File: config.mk
export PLATFORM = sky130hd
export DESIGN_NAME = xadc_drp_responder
export DESIGN_NICKNAME = d
export VERILOG_FILES = /design/src/rtl/xadc_drp_responder.sv
export SDC_FILE = /design/constraint.sdc
export NUM_CORES = 1
export LEC_CHECK = 0
export CORE_UTILIZATION = 30
export CTS_CLUSTER_SIZE = 28
export DETAILED_ROUTE_END_ITERATION = 7
export PLACE_DENSITY = 0.58
export SLEW_MARGIN = 10
export SYNTH_ARGS = -nofsm -noshare
export SYNTH_HDL_FRONTEND = slang
export SYNTH_SLANG_ARGS = --single-unit
File: constraint.sdc
create_clock -name clk -period 9.1 [get_ports clk]
set_clock_uncertainty 0.2 [all_clocks]
set_input_delay 1.365 -clock clk [delete_from_list [all_inputs] [get_ports clk]]
set_output_delay 1.365 -clock clk [all_outputs]
set_load 0.02 [all_outputs]
File: src/rtl/xadc_drp_responder.sv
// xadc_drp_responder: DRP responder and free-running channel sequencer standing in for the XADC macro
module xadc_drp_responder #(
    parameter int CONV_CYCLES = 26,
    parameter int DRP_LAT     = 2
) (
    input  logic        clk,
    input  logic        reset,
    input  logic        den_in,
    input  logic        dwe_in,
    input  logic [6:0]  daddr_in,
    input  logic [15:0] di_in,
    output logic        drdy_out,
    output logic [15:0] do_out,
    output logic [4:0]  channel_out,
    output logic        eoc_out,
    output logic        eos_out,
    output logic        busy_out,
    output logic [4:0]  smp_ch,
    input  logic [11:0] smp_data
);
    localparam logic [15:0] CONV_LAST = 16'(CONV_CYCLES - 1);
    localparam logic [15:0] LAT_LAST  = 16'(DRP_LAT - 1);

    function automatic logic [4:0] seq_ch(input logic [2:0] i);
        return i == 3'd0 ? 5'd0 : i == 3'd1 ? 5'd1 : i == 3'd2 ? 5'd18 :
               i == 3'd3 ? 5'd19 : i == 3'd4 ? 5'd26 : 5'd27;
    endfunction

    logic [2:0]  idx_q, idx_d;
    logic [15:0] cnt_q, cnt_d;
    logic        busy_q, busy_d, eoc_q, eoc_d, eos_q, eos_d;
    logic [4:0]  chout_q, chout_d;
    logic [11:0] st_q [6];
    logic [11:0] st_d [6];
    logic [15:0] cfg_q [4];
    logic [15:0] cfg_d [4];
    logic        pend_q, pend_d, drdy_q, drdy_d;
    logic [15:0] lcnt_q, lcnt_d, rdata_q, rdata_d;
    logic [15:0] rd_val;
    logic        term, acc, cfg_hit;

    assign term    = busy_q && cnt_q == CONV_LAST;
    assign acc     = den_in && !pend_q;
    assign cfg_hit = daddr_in[6:2] == 5'b10000 && daddr_in[1:0] != 2'b11;

    // Register-map read mux; status slots exist only for sequenced channels, the rest read 0
    always_comb begin
        rd_val = 16'h0;
        for (int i = 0; i < 6; i++)
            if (daddr_in == {2'b00, seq_ch(3'(i))}) rd_val = {st_q[i], 4'h0};
        if (cfg_hit) rd_val = cfg_q[daddr_in[1:0]];
    end

    // Sequencer: count, capture on terminal count, then advance and restart unless halted
    always_comb begin
        busy_d  = busy_q ? !term : !cfg_q[1][0];
        cnt_d   = busy_q && !term ? cnt_q + 16'd1 : 16'd0;
        eoc_d   = term;
        eos_d   = term && idx_q == 3'd5;
        idx_d   = eoc_q ? (idx_q == 3'd5 ? 3'd0 : idx_q + 3'd1) : idx_q;
        chout_d = term ? seq_ch(idx_q) : chout_q;
        st_d    = st_q;
        if (term) st_d[idx_q] = smp_data;
    end

    // DRP: one outstanding transaction, completion strobe DRP_LAT cycles after acceptance
    always_comb begin
        drdy_d  = (acc && DRP_LAT == 1) || (pend_q && lcnt_q == LAT_LAST);
        pend_d  = pend_q ? lcnt_q != LAT_LAST : acc && DRP_LAT > 1;
        lcnt_d  = pend_q ? lcnt_q + 16'd1 : 16'd1;
        rdata_d = acc ? (dwe_in ? 16'h0 : rd_val) : rdata_q;
        cfg_d   = cfg_q;
        if (acc && dwe_in && cfg_hit) cfg_d[daddr_in[1:0]] = di_in;
    end

    // State registers with asynchronous reset
    always_ff @(posedge clk or posedge reset) begin
        if (reset) begin
            idx_q   <= '0;
            cnt_q   <= '0;
            busy_q  <= 1'b0;
            eoc_q   <= 1'b0;
            eos_q   <= 1'b0;
            chout_q <= '0;
            st_q    <= '{default: '0};
            cfg_q   <= '{default: '0};
            pend_q  <= 1'b0;
            drdy_q  <= 1'b0;
            lcnt_q  <= '0;
            rdata_q <= '0;
        end else begin
            idx_q   <= idx_d;
            cnt_q   <= cnt_d;
            busy_q  <= busy_d;
            eoc_q   <= eoc_d;
            eos_q   <= eos_d;
            chout_q <= chout_d;
            st_q    <= st_d;
            cfg_q   <= cfg_d;
            pend_q  <= pend_d;
            drdy_q  <= drdy_d;
            lcnt_q  <= lcnt_d;
            rdata_q <= rdata_d;
        end
    end

    assign drdy_out    = drdy_q;
    assign do_out      = drdy_q ? rdata_q : 16'h0;
    assign channel_out = chout_q;
    assign eoc_out     = eoc_q;
    assign eos_out     = eos_q;
    assign busy_out    = busy_q;
    assign smp_ch      = seq_ch(idx_q);
endmodule

==> flow_metrics.py <==
metrics = {
    "routing": {
        "final_antenna_net_count": 0,
        "wl_per_cell_um": 17.7,
        "dr.pass1.iters": 4,
        "routed_wl_mm": 20.4,
        "drcViolationCount": 0,
        "drt_iter0_drc": 370,
        "vias": 5628,
        "vias_per_cell": 4.88,
    },
    "yosys": {
        "synth_top_area_share_pct": 55.2,
        "synth-edff-count": 0,
        "syn_area_um2": 8840,
        "netlist_top_cells_area": "dfrtp_1 (55%), mux2_2 (13%), mux2_1 (2.9%)",
        "synthFlopType": "dfrtp_1",
        "netlist_instances": 719,
        "avgSynthCellArea_um2": 12.3,
        "yosysTopAreaCell": "dfrtp_1",
        "yosys_warnings": 0,
        "synth.distinct_cells": 50,
        "synth_seq_cells": 195,
        "seq_area_frac_synth_pct": 55.2,
        "async_flop_share_pct": 100,
    },
    "clock_network": {
        "cts_root_buffer": "clkbuf_16",
        "insertion_delay_ps": 430,
        "post_cts_resize_count": 0,
        "hold_buffers": 0,
        "tritoncts": "done",
        "clock_sinks": 195,
        "cts_buffer_depth": 2,
        "numCtsBuffers": 17,
        "post_cts_buffers": 0,
        "htreeDepth": 4,
        "clkTransAtPathRegs_ps": 70,
    },
    "pwr": {
        "power_switching_mw": 0.606,
        "p_sw_share_pct": 28.4,
        "power_frac_seq_pct": 50.1,
        "clockPowerShare_pct": 34.2,
        "p_leak_nw": 4.59,
        "pwr-share-comb_pct": 15.8,
        "ir_drop_uv": 121,
        "p_int_mw": 1.53,
        "powerDensity_nw_per_um2": 206,
        "totalPowerFinal_mw": 2.14,
    },
    "run": {
        "drv_cap": 0,
    },
    "grt": {
        "overflow": 0,
        "antenna_found_initial": 0,
        "grt_pass1_wl_mm": 33.2,
        "grt_usage_pct": 14.2,
        "grt_pass1_vias": 5793,
        "grt_start_max_net_pins": 136,
    },
    "setup_path": {
        "worst-r2r-setup-slack_ps": 5790,
        "cp-end-kind": "register",
        "critPathBufInv": 1,
        "reg2regPathDepth": 5,
        "critical_path.slowest_cell": "nand3_1",
        "worstSetupPathType": "input port to register",
        "cp.depth": 6,
        "critPathMaxFanout": 16,
        "crit_family": "simple AND/OR/NAND/NOR gates",
        "cp.arrival_ps": 4300,
        "critPathLaunch": "daddr_in[3]",
        "startpoint_type": "input port",
        "required_ps": 9210,
        "crit_chain": "clkdlybuf4s50_1, nor4_1, and3_1, and4b_1, nand3_1, mux2_2",
        "worstReg2RegEnd": "st_q[36]",
        "r2r_start": "cnt_q[8]",
        "max_stage_delay_ps": 640,
    },
    "timing": {
        "finalCritPeriodShare_pct": 46.0,
        "rsz0062_at_grt": "false",
        "tightestPinTransition_ps": 1020,
        "period_minus_slack_ps": 4190,
        "relSlewSlack_pct": 32.1,
        "tns_ps": 0,
        "setup_violations": 0,
        "hold-worst-slack_ps": 174,
        "slew_viol_final": 0,
        "final-hold-violation-count": 0,
        "max_clock_freq_mhz": 239,
    },
    "worst_hold_path": {
        "hp-class": "register to register",
        "min_from": "cfg_q[15]",
        "holdPathStages": 0,
        "whs_endpoint": "cfg_q[15]",
    },
    "cells_and_area": {
        "layout_common_cells": "dfrtp_1 (195), mux2_2 (101), clkdlybuf4s50_1 (65)",
        "area_growth_pct": 17.5,
        "fillerInstances": 2837,
        "antenna_cells": 0,
        "fin_nets": 799,
        "final_common_cell": "dfrtp_1",
        "drive_gt1_share_pct": 20.8,
    },
    "placed_design": {
        "dp.final_hpwl_mm": 13.6,
        "place.gp.congestion": 0.756,
        "numPortBuffers": 66,
    },
    "floorplan": {
        "fp.dieH_um": 174,
        "die_area_um2": 30100,
        "io_pins": 69,
        "row_count": 62,
        "die_w_um": 174,
        "core_area_um2": 28900,
        "start_util_pct": 30.6,
    },
    "run_status": {
        "status": "completed",
    },
}
layout make-up:
type / instances / area (um^2) / share of cell area (%)
sequential: 195 / 4880 / 47.0
clock buffer: 18 / 439 / 4.23
multi-input combinational: 458 / 3690 / 35.6
inverter: 10 / 45.0 / 0.434
tap: 384 / 480 / 4.63
timing repair buffer: 74 / 716 / 6.89
clock inverter: 14 / 129 / 1.24
power by group through the flow:
stage | registers, mW | logic [mW] | clock network (mW)
final | 1.07 | 0.338 | 0.730
after global routing | 1.09 | 0.373 | 0.789
after CTS | 1.07 | 0.341 | 0.751
after detailed placement | 1.08 | 0.340 | 0
after global placement | 1.09 | 0.333 | 0
after floorplan | 1.06 | 0.241 | 0
cells in the mapped netlist (5+ instances only):
cell type,number
inv_1,10
nand3_1,15
and2_1,27
a22oi_1,10
mux2i_1,21
mux4_2,6
clkbuf_1,40
or3_1,7
nor2b_1,7
xnor2_1,13
a21oi_1,38
o211ai_1,10
o21ai_0,14
o221ai_1,10
buf_4,7
a32o_1,10
mux2_1,23
nand2_1,42
mux2_2,101
nor4_1,5
nor2_1,26
nor3_1,7
dfrtp_1,195
xor2_1,11
a2bb2oi_1,10
and3_1,6
buf_1,6
state kept, by name, indices dropped and copies added, names as in the netlist:
register / cells
busy_out: 1
cfg_q: 64
channel_out: 3
cnt_q: 16
drdy_out: 1
eoc_out: 1
eos_out: 1
idx_q: 3
lcnt_q: 16
pend_q: 1
rdata_q: 16
st_q: 72
kinds of logic after synthesis:
family                     synth area share, %
other                                   0.0424
muxes                                     19.7
AOI/OAI and AO/OA                         8.47
and+or+nand+nor                           10.4
adders and majority gates                0.566
buffers and inverters                     3.20
xor gates and xnor gates                  2.38
DFF                                       55.2
how the worst max path moves through the flow:
stage,to,slack [ps]
floorplan,busy_out,2220
finish,cfg_q[25],4910
CTS,cfg_q[25],4880
global route,cfg_q[24],4640
global placement,cfg_q[32],4460
detailed placement,cfg_q[25],4400
through the flow:
stage,worst slack (ps),utilization [%],std cells,area [um^2]
floorplan,2220,-,720,8840
global placement,4460,34.0,1121,9810
detailed placement,4400,34.0,1121,9810
CTS,4880,36.0,1153,10400
global route,4640,36.0,1153,10400
finish,4910,36.0,1153,10400
per-layer routing:
metal	up-vias	global-route usage (%)	share of wire [%]
met4	0	4.71	1.9
met1	2880	19.7	49
met5	-	0	0
met3	15	3.42	3.3
li1	2642	-	-
met2	91	21.8	46
No activity file was read; power rests on OpenSTA's default activity.
